[src/rtl/core_mem_arb_pkg.sv]
// rtl/core_mem_arb_pkg.sv - shared state, owner and grant encodings for the core memory arbiter
package core_mem_arb_pkg;

    localparam int CORE_ARB_ADDR_W = 32;
    localparam int CORE_ARB_DATA_W = 64;
    localparam int CORE_ARB_MASK_W = CORE_ARB_DATA_W / 8;

    typedef enum logic [1:0] {
        CORE_ARB_IDLE = 2'd0,
        CORE_ARB_REQ  = 2'd1,
        CORE_ARB_RSP  = 2'd2
    } arb_state_t;

    localparam logic CORE_ARB_OWN_IFU = 1'b0;
    localparam logic CORE_ARB_OWN_LSU = 1'b1;

    // One-hot grant: bit 0 = IFU, bit 1 = LSU
    localparam logic [1:0] CORE_ARB_GNT_NONE = 2'b00;
    localparam logic [1:0] CORE_ARB_GNT_IFU  = 2'b01;
    localparam logic [1:0] CORE_ARB_GNT_LSU  = 2'b10;

endpackage

[src/rtl/core_mem_arb_sel.sv]
// rtl/core_mem_arb_sel.sv - two-way grant select; CORE_MEM_ARB_RR_EN picks round-robin over fixed LSU priority
module core_mem_arb_sel
    import core_mem_arb_pkg::*;
(
    input  logic       ifu_valid,
    input  logic       lsu_valid,
    input  logic       last_grant,
    output logic [1:0] grant
);

`ifdef CORE_MEM_ARB_RR_EN
    // On a tie the requester that did not win last time goes next
    always_comb begin
        grant = CORE_ARB_GNT_NONE;
        if (ifu_valid && lsu_valid) begin
            grant = (last_grant == CORE_ARB_OWN_LSU) ? CORE_ARB_GNT_IFU : CORE_ARB_GNT_LSU;
        end else if (lsu_valid) begin
            grant = CORE_ARB_GNT_LSU;
        end else if (ifu_valid) begin
            grant = CORE_ARB_GNT_IFU;
        end
    end
`else
    logic unused_last_grant;
    assign unused_last_grant = last_grant;

    always_comb begin
        grant = CORE_ARB_GNT_NONE;
        if (lsu_valid) begin
            grant = CORE_ARB_GNT_LSU;
        end else if (ifu_valid) begin
            grant = CORE_ARB_GNT_IFU;
        end
    end
`endif

endmodule

[src/rtl/core_mem_arb.sv]
// rtl/core_mem_arb.sv - IFU/LSU to single memory port arbiter, one outstanding transaction; CORE_MEM_ARB_RR_EN enables round-robin
module core_mem_arb
    import core_mem_arb_pkg::*;
#(
    parameter int ADDR_W = CORE_ARB_ADDR_W,
    parameter int DATA_W = CORE_ARB_DATA_W,
    parameter int MASK_W = CORE_ARB_MASK_W
) (
    input  logic              clk,
    input  logic              rst_n,

    input  logic              ifu_req_valid,
    output logic              ifu_req_ready,
    input  logic [ADDR_W-1:0] ifu_req_addr,
    output logic              ifu_rsp_valid,
    input  logic              ifu_rsp_ready,
    output logic [DATA_W-1:0] ifu_rsp_rdata,

    input  logic              lsu_req_valid,
    output logic              lsu_req_ready,
    input  logic [ADDR_W-1:0] lsu_req_addr,
    input  logic              lsu_req_wen,
    input  logic [DATA_W-1:0] lsu_req_wdata,
    input  logic [MASK_W-1:0] lsu_req_wmask,
    output logic              lsu_rsp_valid,
    input  logic              lsu_rsp_ready,
    output logic [DATA_W-1:0] lsu_rsp_rdata,

    output logic              mem_req_valid,
    input  logic              mem_req_ready,
    output logic [ADDR_W-1:0] mem_req_addr,
    output logic              mem_req_wen,
    output logic [DATA_W-1:0] mem_req_wdata,
    output logic [MASK_W-1:0] mem_req_wmask,
    input  logic              mem_rsp_valid,
    output logic              mem_rsp_ready,
    input  logic [DATA_W-1:0] mem_rsp_rdata
);

    arb_state_t        state_q, state_d;
    logic              owner_q;
    logic [ADDR_W-1:0] addr_q;
    logic              wen_q;
    logic [DATA_W-1:0] wdata_q;
    logic [MASK_W-1:0] wmask_q;

    logic [1:0]        grant;
    logic              last_grant;
    logic              idle;
    logic              ifu_accept;
    logic              lsu_accept;
    logic              owner_rsp_ready;

    core_mem_arb_sel u_sel (
        .ifu_valid  (ifu_req_valid),
        .lsu_valid  (lsu_req_valid),
        .last_grant (last_grant),
        .grant      (grant)
    );

    assign idle       = (state_q == CORE_ARB_IDLE);
    assign ifu_accept = idle && ifu_req_valid && grant[0];
    assign lsu_accept = idle && lsu_req_valid && grant[1];

    assign owner_rsp_ready = (owner_q == CORE_ARB_OWN_LSU) ? lsu_rsp_ready : ifu_rsp_ready;

`ifdef CORE_MEM_ARB_RR_EN
    logic last_grant_q;

    always_ff @(posedge clk or negedge rst_n) begin
        if (!rst_n) begin
            last_grant_q <= CORE_ARB_OWN_IFU;
        end else if (ifu_accept || lsu_accept) begin
            last_grant_q <= lsu_accept ? CORE_ARB_OWN_LSU : CORE_ARB_OWN_IFU;
        end
    end

    assign last_grant = last_grant_q;
`else
    assign last_grant = CORE_ARB_OWN_IFU;
`endif

    always_comb begin
        state_d       = state_q;
        ifu_req_ready = 1'b0;
        lsu_req_ready = 1'b0;
        mem_req_valid = 1'b0;
        mem_rsp_ready = 1'b0;
        ifu_rsp_valid = 1'b0;
        lsu_rsp_valid = 1'b0;
        ifu_rsp_rdata = '0;
        lsu_rsp_rdata = '0;

        case (state_q)
            CORE_ARB_IDLE: begin
                ifu_req_ready = grant[0];
                lsu_req_ready = grant[1];
                if (ifu_accept || lsu_accept) begin
                    state_d = CORE_ARB_REQ;
                end
            end
            CORE_ARB_REQ: begin
                mem_req_valid = 1'b1;
                if (mem_req_ready) begin
                    state_d = CORE_ARB_RSP;
                end
            end
            CORE_ARB_RSP: begin
                mem_rsp_ready = owner_rsp_ready;
                ifu_rsp_rdata = mem_rsp_rdata;
                lsu_rsp_rdata = mem_rsp_rdata;
                if (owner_q == CORE_ARB_OWN_LSU) begin
                    lsu_rsp_valid = mem_rsp_valid;
                end else begin
                    ifu_rsp_valid = mem_rsp_valid;
                end
                if (mem_rsp_valid && owner_rsp_ready) begin
                    state_d = CORE_ARB_IDLE;
                end
            end
            default: begin
                state_d = CORE_ARB_IDLE;
            end
        endcase
    end

    // Requesters may drop valid after the handshake, so the request is held here
    always_ff @(posedge clk or negedge rst_n) begin
        if (!rst_n) begin
            state_q <= CORE_ARB_IDLE;
            owner_q <= CORE_ARB_OWN_IFU;
            addr_q  <= '0;
            wen_q   <= 1'b0;
            wdata_q <= '0;
            wmask_q <= '0;
        end else begin
            state_q <= state_d;
            if (lsu_accept) begin
                owner_q <= CORE_ARB_OWN_LSU;
                addr_q  <= lsu_req_addr;
                wen_q   <= lsu_req_wen;
                wdata_q <= lsu_req_wdata;
                wmask_q <= lsu_req_wmask;
            end else if (ifu_accept) begin
                owner_q <= CORE_ARB_OWN_IFU;
                addr_q  <= ifu_req_addr;
                wen_q   <= 1'b0;
                wdata_q <= '0;
                wmask_q <= '0;
            end
        end
    end

    assign mem_req_addr  = addr_q;
    assign mem_req_wen   = wen_q;
    assign mem_req_wdata = wdata_q;
    assign mem_req_wmask = wmask_q;

endmodule

[config.mk]
export PLATFORM = sky130hd
export DESIGN_NAME = core_mem_arb
export DESIGN_NICKNAME = d
export VERILOG_FILES = /design/src/rtl/core_mem_arb_pkg.sv /design/src/rtl/core_mem_arb_sel.sv /design/src/rtl/core_mem_arb.sv
export SDC_FILE = /design/constraint.sdc
export NUM_CORES = 1
export LEC_CHECK = 0
export CAP_MARGIN = 30
export CORE_AREA = 2 2 176 178
export DETAILED_ROUTE_END_ITERATION = 8
export DIE_AREA = 0 0 178 180
export DONT_BUFFER_PORTS = 1
export GPL_TIMING_DRIVEN = 0
export PLACE_DENSITY = 0.39
export SKIP_CTS_REPAIR_TIMING = 1
export SYNTH_ARGS = -nofsm -noshare
export SYNTH_HDL_FRONTEND = slang
export SYNTH_SLANG_ARGS = --single-unit
[constraint.sdc]
create_clock -name clk -period 1.3 [get_ports clk]
set_input_delay 0.195 -clock clk [delete_from_list [all_inputs] [get_ports clk]]
set_output_delay 0.195 -clock clk [all_outputs]
set_load 0.03 [all_outputs]
==> results of run 1 <==
==> cell families (layout without fill, tap and decap cells) <==
family          count (synthesis)  in the layout  share of synthesized area
compound gates                141            141                     0.2501
flops                         108            108                     0.5195
other cells                     0              1                          0
mux                             1              1                   0.001924
buf+inv                       105            263                     0.1313
simple gates                   82             82                    0.09716
==> through the flow <==
stage / hold slack (ps) / util
2_1_floorplan: -100.6 / -
3_3_place_gp: -97.48 / 0.2057
3_5_place_dp: -98.69 / 0.2057
4_1_cts: -496.3 / 0.2151
5_1_grt: -499.8 / 0.2748
6_report: -475.9 / 0.2748
==> power breakdown <==
part	switching [mW]	internal [mW]	total [mW]
clock network	1.31	1.49	2.80
logic	4.71	4.73	9.44
registers	4.43	4.83	9.26
==> layer usage <==
layer	global-route usage	vias up	wire length (µm)
li1	-	1885	-
met1	0.1370	2221	8363
met2	0.2456	342	13310
met3	0.05140	23	2251
met4	0.04984	2	477
met5	0	-	13
==> critical path: cells and delay by family (launching register included) <==
family / cells / cell delay (ps)
buffers and inverters: 3 / 450
flip-flops: 1 / 440
AND/OR/NAND/NOR: 2 / 440
==> registers in the layout, summed over array words and instances, names as in the netlist <==
| name | cells |
|---|---|
| mem_req_wdata | 64 |
| mem_req_addr | 32 |
| mem_req_wen | 1 |
| owner_q | 1 |
| mem_req_wmask | 8 |
| state_q | 2 |
==> final cells by class <==
| type | count | area [µm²] |
|---|---|---|
| fillers | 3111 | 21890 |
| flip-flops and latches | 108 | 2706 |
| multi-input cells | 224 | 2056 |
| repair buffers | 144 | 1625 |
| plain buffers | 102 | 1114 |
| well taps | 396 | 495.5 |
| clock buffers | 9 | 225.2 |
| clock inverters | 5 | 60.06 |
| inverters | 3 | 11.26 |
| diodes | 1 | 2.502 |
==> worst paths after layout <==
path / startpoint / to / slack (ps) / cells past startpoint
setup reg to reg: state_q[0] / mem_req_addr[26] / -530 / 8
min in group clk: lsu_req_addr[17] / mem_req_addr[17] / 10 / 1
hold reg to reg: state_q[1] / state_q[0] / 550 / 1
max in group asynchronous: rst_n / state_q[1] / 1590 / 0
hold / removal: rst_n / mem_req_wdata[15] / -480 / 0
setup / recovery: state_q[1] / lsu_rsp_rdata[16] / -610 / 5
==> layout by cell type (no fill, tap or decap), types with 2 or more instances in the layout <==
master and count:
and2_4 64, dfrtp_1 105, buf_4 18, a221o_1 31
buf_8 12, clkbuf_2 3, dfrtp_2 3, nor2b_4 2
buf_12 5, nor2_4 4, buf_2 4, inv_1 2
dlygate4sd3_1 104, a22o_1 73, nand2b_1 2, clkbuf_1 8
buf_6 78, clkbuf_16 22, inv_6 2, a32o_1 31
nor2_1 2
==> out/qor.json, run 1 <==
{
  "logic_synthesis": {
    "yosys_warnings": 0,
    "netlist.top_cell.by_area": "dfrtp_1",
    "cell_types_occupying_the_most_area_after_synthesis": "dfrtp_1 52%, a22o_1 12%, buf_4 9.2%",
    "synth_cell_type_count": 27,
    "synth-main-ff-cell": "dfrtp_1",
    "synth_top_cells_by_count": "108 x dfrtp_1, 73 x a22o_1, 64 x and2_1, 64 x buf_4",
    "syn-cell-area_mm2": 0.005202,
    "syn_avg_cell_area_um2": 11.91,
    "area_share_of_the_leading_cell_type_in_the_synthesized_netlist": 0.5195,
    "syn-num-nets": 646,
    "synth_cells": 437,
    "synth.ff_latch_count": 108,
    "synth_edf_count": 0,
    "synth_most_common_cell": "dfrtp_1",
    "synth-seq-area-share": 0.5195,
    "synth-async-reset-ratio": 1.000
  },
  "sta": {
    "number_of_endpoints_failing_setup_at_the_final_stage": 240,
    "post-route-worst-setup-slack_ps": -606.7,
    "layout_min_cycle_time_ps": 1907,
    "fin_worst_skew_ps": 5.944,
    "final-max-slew-violation-count": 0,
    "fmax_mhz": 524.5,
    "post-route-period-util": 1.467,
    "max_slew_margin": 0.5695,
    "max_slew.worst_pin.slew_ps": 645.8,
    "hold_slack_ps": -475.9,
    "rsz0062_at_grt": "yes",
    "final.setup.tns_ps": -112160,
    "hold_viol": 108
  },
  "worst_hold_path": {
    "hp-class": "in2async"
  },
  "cells_and_area": {
    "drive_gt1_frac": 0.3849,
    "finish.cell_count_without_fillers": 992,
    "num-nets-final": 801,
    "area.growth.synth_to_final_pct": 59.45,
    "post-route-cell-area_mm2": 0.008295
  },
  "setup_path": {
    "crit_slowest_cell": "dfrtp_2",
    "critical_path.endpoint_type": "primary output",
    "cp_max_fo": 8,
    "timing.critical_path.slowest_cell_delay_ps": 440,
    "cp.required_ps": 1110,
    "crit_path_start_kind": "flip-flop",
    "timing_worst_setup_path_type": "reg2out",
    "worst-endpoint-arrival_ps": 1710,
    "cp_cell_sequence": "nor2b_4 > buf_12 > clkbuf_16 > and2_4 > buf_6"
  },
  "placement": {
    "place_area_mm2": 0.006208,
    "port_buffers": 0,
    "gp_congestion": 0.7590,
    "numPlacedInstances": 833,
    "detailed_place_hpwl_um": 18380,
    "dpl_worst_slack_ps": -616.1
  },
  "detailed_routing": {
    "route.detailed.vias_per_inst": 4.509,
    "ant_nets": 0,
    "routed_wire_length_per_instance_um": 24.61,
    "wirelength_um": 24410,
    "dr.first_iter.drc_count": 176,
    "drt-pass1-iter-count": 4,
    "via_count": 4473,
    "drc": 0
  },
  "floorplanning": {
    "die_y_um": 180,
    "floorplan_die_area_mm2": 0.03204,
    "initial_util": 0.1723,
    "floorplan.rows": 64,
    "core_mm2": 0.03019,
    "die_w_um": 178,
    "pin_count": 448
  },
  "global_routing": {
    "grt_antenna_before_repair": 2,
    "track_usage": 0.1344,
    "grt_overflow_total": 0,
    "grt_first_pass_wirelength_um": 31010,
    "via_count_of_the_first_global_routing_pass": 4190,
    "grt_start_max_net_pins": 109
  },
  "cts": {
    "clk_root_buffer_cell": "clkbuf_16",
    "cts.sink_count": 108,
    "ctsLongestPathBuffers": 2,
    "clock_tree.htree_level_count": 3,
    "clk-insertion-delay-late_ps": 350,
    "clock_tree_from_tritoncts": "built",
    "cts_made_buffers": 9,
    "worst_setup_hold_path_clk_slew_ps": 70
  },
  "pwr": {
    "leakage_nw": 3.650,
    "power_mw": 21.49,
    "vdd_drop_max_mv": 1.179,
    "p_per_area_mw_per_mm2": 2591
  },
  "status": {
    "violations": "hold timing, setup timing",
    "run_status": "finished, violations left"
  },
  "job": {
    "max_cap_viol_count": 0
  }
}
Note: power is estimated with default switching activity, not from simulation.
==> run 2, diff against run 1 <==
--- a/constraint.sdc
+++ b/constraint.sdc
@@ -3,2 +3,2 @@
 set_output_delay 0.195 -clock clk [all_outputs]
-set_load 0.03 [all_outputs]
+set_load 0.01 [all_outputs]
==> run 2 against run 1 <==
Against the previous run: the run still ends with hold timing, setup timing left; critical path depth stayed put; hold slack worse by 7.6 ps; cell area down 3.5%; final cell count fell by 0.40%; largest power group unchanged.
==> out/qor.json, run 2 (synthesis gave the netlist of run 1 again) <==
{
  "sta": {
    "final.setup.tns": {"value": -94540, "unit": "ps", "change": "+17620 ps"},
    "max_slew.worst_pin.slew": {"value": 661.9, "unit": "ps", "change": "+16.11 ps"},
    "hold_viol": {"value": 108, "change": "unchanged"},
    "fin_worst_skew": {"value": 12.65, "unit": "ps", "change": "+6.709 ps"},
    "layout_min_cycle_time": {"value": 1825, "unit": "ps", "change": "-81.83 ps"},
    "final-max-slew-violation-count": {"value": 0, "change": "unchanged"},
    "post-route-period-util": {"value": 1.404, "change": "-0.06295"},
    "max_slew_margin": {"value": 0.5587, "change": "-0.01074"},
    "post-route-worst-setup-slack": {"value": -524.9, "unit": "ps", "change": "+81.83 ps"},
    "hold_slack": {"value": -483.5, "unit": "ps", "change": "-7.618 ps"},
    "number_of_endpoints_failing_setup_at_the_final_stage": {"value": 240, "change": "unchanged"},
    "fmax": {"value": 548.0, "unit": "MHz", "change": "+4.5%"},
    "rsz0062_at_grt": "yes"
  },
  "cells_and_area": {
    "multi_input_area": {"value": 0.002039, "unit": "mm²", "change": "-0.79%"},
    "final_common_cell": "dfrtp_1",
    "n_fill_cell": {"value": 3126, "change": "+0.48%"},
    "register_area": {"value": 0.002705, "unit": "mm²", "change": "about the same"},
    "num-nets-final": {"value": 794, "change": "-0.87%"},
    "commonest_cells_after_routing_fill_and_taps_aside": "106 x dfrtp_1, 105 x dlygate4sd3_1, 73 x a22o_1",
    "postLayoutCoreUtil": {"value": 0.2651, "change": "-0.009698"},
    "drive_gt1_frac": {"value": 0.3667, "change": "-0.01815"},
    "area.growth.synth_to_final_pct": 53.82,
    "largest_reg_flops": {"value": 64, "change": "unchanged"}
  },
  "global_routing": {
    "globalRouteMet2Util": {"value": 0.2516, "change": "+0.006047"},
    "grt_antenna_before_repair": {"value": 3, "change": "+1"},
    "global_route.usage.met1": {"value": 0.1302, "change": "-0.006792"},
    "grt_start_max_net_pins": {"value": 109, "change": "unchanged"},
    "most_used_routing_layer": "met2",
    "grt_first_pass_wirelength": {"value": 30550, "unit": "µm", "change": "-1.5%"},
    "track_usage": {"value": 0.1347, "change": "+0.0003294"},
    "grt_overflow_total": {"value": 0, "change": "unchanged"},
    "via_count_of_the_first_global_routing_pass": {"value": 4256, "change": "+1.6%"},
    "grtUsageMet3": {"value": 0.04907, "change": "-0.002327"}
  },
  "cts": {
    "cts.sink_count": {"value": 108, "change": "unchanged"},
    "worst_setup_hold_path_clk_slew": {"value": 80, "unit": "ps", "change": "about the same"},
    "clock_tree_from_tritoncts": "built",
    "ctsLongestPathBuffers": {"value": 2, "change": "unchanged"},
    "clk-insertion-delay-late": {"value": 360, "unit": "ps", "change": "about the same"},
    "clk_root_buffer_cell": "clkbuf_16",
    "clock_tree.htree_level_count": {"value": 3, "change": "unchanged"},
    "cts_made_buffers": {"value": 9, "change": "unchanged"}
  },
  "setup_path": {
    "worst-endpoint-arrival": {"value": 1630, "unit": "ps", "change": "-80 ps"},
    "cp_max_fo": {"value": 10, "change": "+2"},
    "reg2reg_setup_slack": {"value": -470, "unit": "ps", "change": "+60 ps"},
    "timing_worst_setup_path_type": "reg2out",
    "critical_path.endpoint_type": "primary output",
    "cp.required": {"value": 1110, "unit": "ps", "change": "about the same"},
    "worst_r2r_startpoint": "state_q[1]",
    "crit_path_start_kind": "flip-flop",
    "reg2reg_depth": {"value": 8, "change": "unchanged"},
    "critical_path.reg2reg.endpoint": "mem_req_wmask[3]"
  },
  "worst_hold_path": {
    "hp-class": "in2async"
  },
  "job": {
    "max_cap_viol_count": {"value": 0, "change": "unchanged"}
  },
  "placement": {
    "port_buffers": {"value": 0, "change": "unchanged"},
    "detailed_place_hpwl": {"value": 18700, "unit": "µm", "change": "+1.8%"},
    "gp_congestion": {"value": 0.7902, "change": "+4.1%"}
  },
  "detailed_routing": {
    "route.detailed.vias_per_inst": {"value": 4.516, "change": "+0.16%"},
    "drt-pass1-iter-count": {"value": 4, "change": "unchanged"},
    "drc": {"value": 0, "change": "unchanged"},
    "routed_wire_length_per_instance": {"value": 25.07, "unit": "µm", "change": "+1.9%"},
    "dr.first_iter.drc_count": {"value": 223, "change": "+27%"},
    "via_count": {"value": 4462, "change": "-0.25%"},
    "ant_nets": {"value": 0, "change": "unchanged"},
    "wirelength": {"value": 24770, "unit": "µm", "change": "+1.5%"}
  },
  "floorplanning": {
    "die_w": {"value": 178, "unit": "µm", "change": "unchanged"},
    "floorplan_die_area": {"value": 0.03204, "unit": "mm²", "change": "unchanged"},
    "pin_count": {"value": 448, "change": "unchanged"},
    "floorplan.rows": {"value": 64, "change": "unchanged"},
    "initial_util": {"value": 0.1723, "change": "unchanged"},
    "die_y": {"value": 180, "unit": "µm", "change": "unchanged"},
    "core": {"value": 0.03019, "unit": "mm²", "change": "unchanged"}
  },
  "pwr": {
    "vdd_drop_max": {"value": 0.9674, "unit": "mV", "change": "-18%"},
    "p_per_area": {"value": 2190, "unit": "mW/mm²", "change": "-15%"},
    "leakage": {"value": 3.531, "unit": "nW", "change": "-3.3%"}
  },
  "status": {
    "violations": "hold timing, setup timing",
    "run_status": "finished, violations left"
  }
}
-- run 2: final cells by class --
class / count / share of cell area
sequential: 108 / 0.3380
timing repair buffer: 138 / 0.1821
clock buffer: 9 / 0.02814
multi-input combinational: 225 / 0.2548
inverter: 3 / 0.001407
tap: 396 / 0.06191
buffer: 100 / 0.1265
clock inverter: 6 / 0.006098
antenna: 3 / 0.0009381
-- run 2: worst max-delay path: stages (launching register included) --
cell and delay (ps):
dfrtp_2 430, nor2b_4 200, buf_8 150, clkbuf_8 160, and2_4 190, buf_6 140
-- run 2: metal layers --
layer / share of wire / routed length [µm]
met5: 0 / 0
met4: 0.034 / 831
met3: 0.084 / 2083
met2: 0.55 / 13510
met1: 0.34 / 8341
-- run 2: per-stage QoR --
step / instances / power (mW) / cell area, µm² / setup WS [ps]
after floorplan: 437 / 11.32 / 5532 / -103.2
after global placement: 833 / 13.09 / 6027 / -663.8
after detailed placement: 833 / 13.17 / 6027 / -692.8
after CTS: 848 / 15.94 / 6301 / -876.2
after global routing: 988 / 18.51 / 8003 / -601.2
final: 988 / 17.53 / 8003 / -524.9
-- run 2: how the worst max path moves through the flow --
stage / startpoint / end / cells past startpoint
6_report: state_q[1] / lsu_rsp_rdata[19] / 5
5_1_grt: state_q[1] / lsu_rsp_rdata[34] / 5
4_1_cts: state_q[1] / lsu_req_ready / 4
3_5_place_dp: state_q[1] / mem_req_addr[31] / 5
3_3_place_gp: state_q[1] / mem_req_addr[31] / 5
2_1_floorplan: state_q[0] / mem_req_wdata[25] / 6
-- run 2: where the power goes --
part	internal, mW	switching [mW]	total, mW
sequential	4.87	2.21	7.08
combinational	4.27	3.51	7.77
clock	1.31	1.36	2.68
total	10.5	7.08	17.5
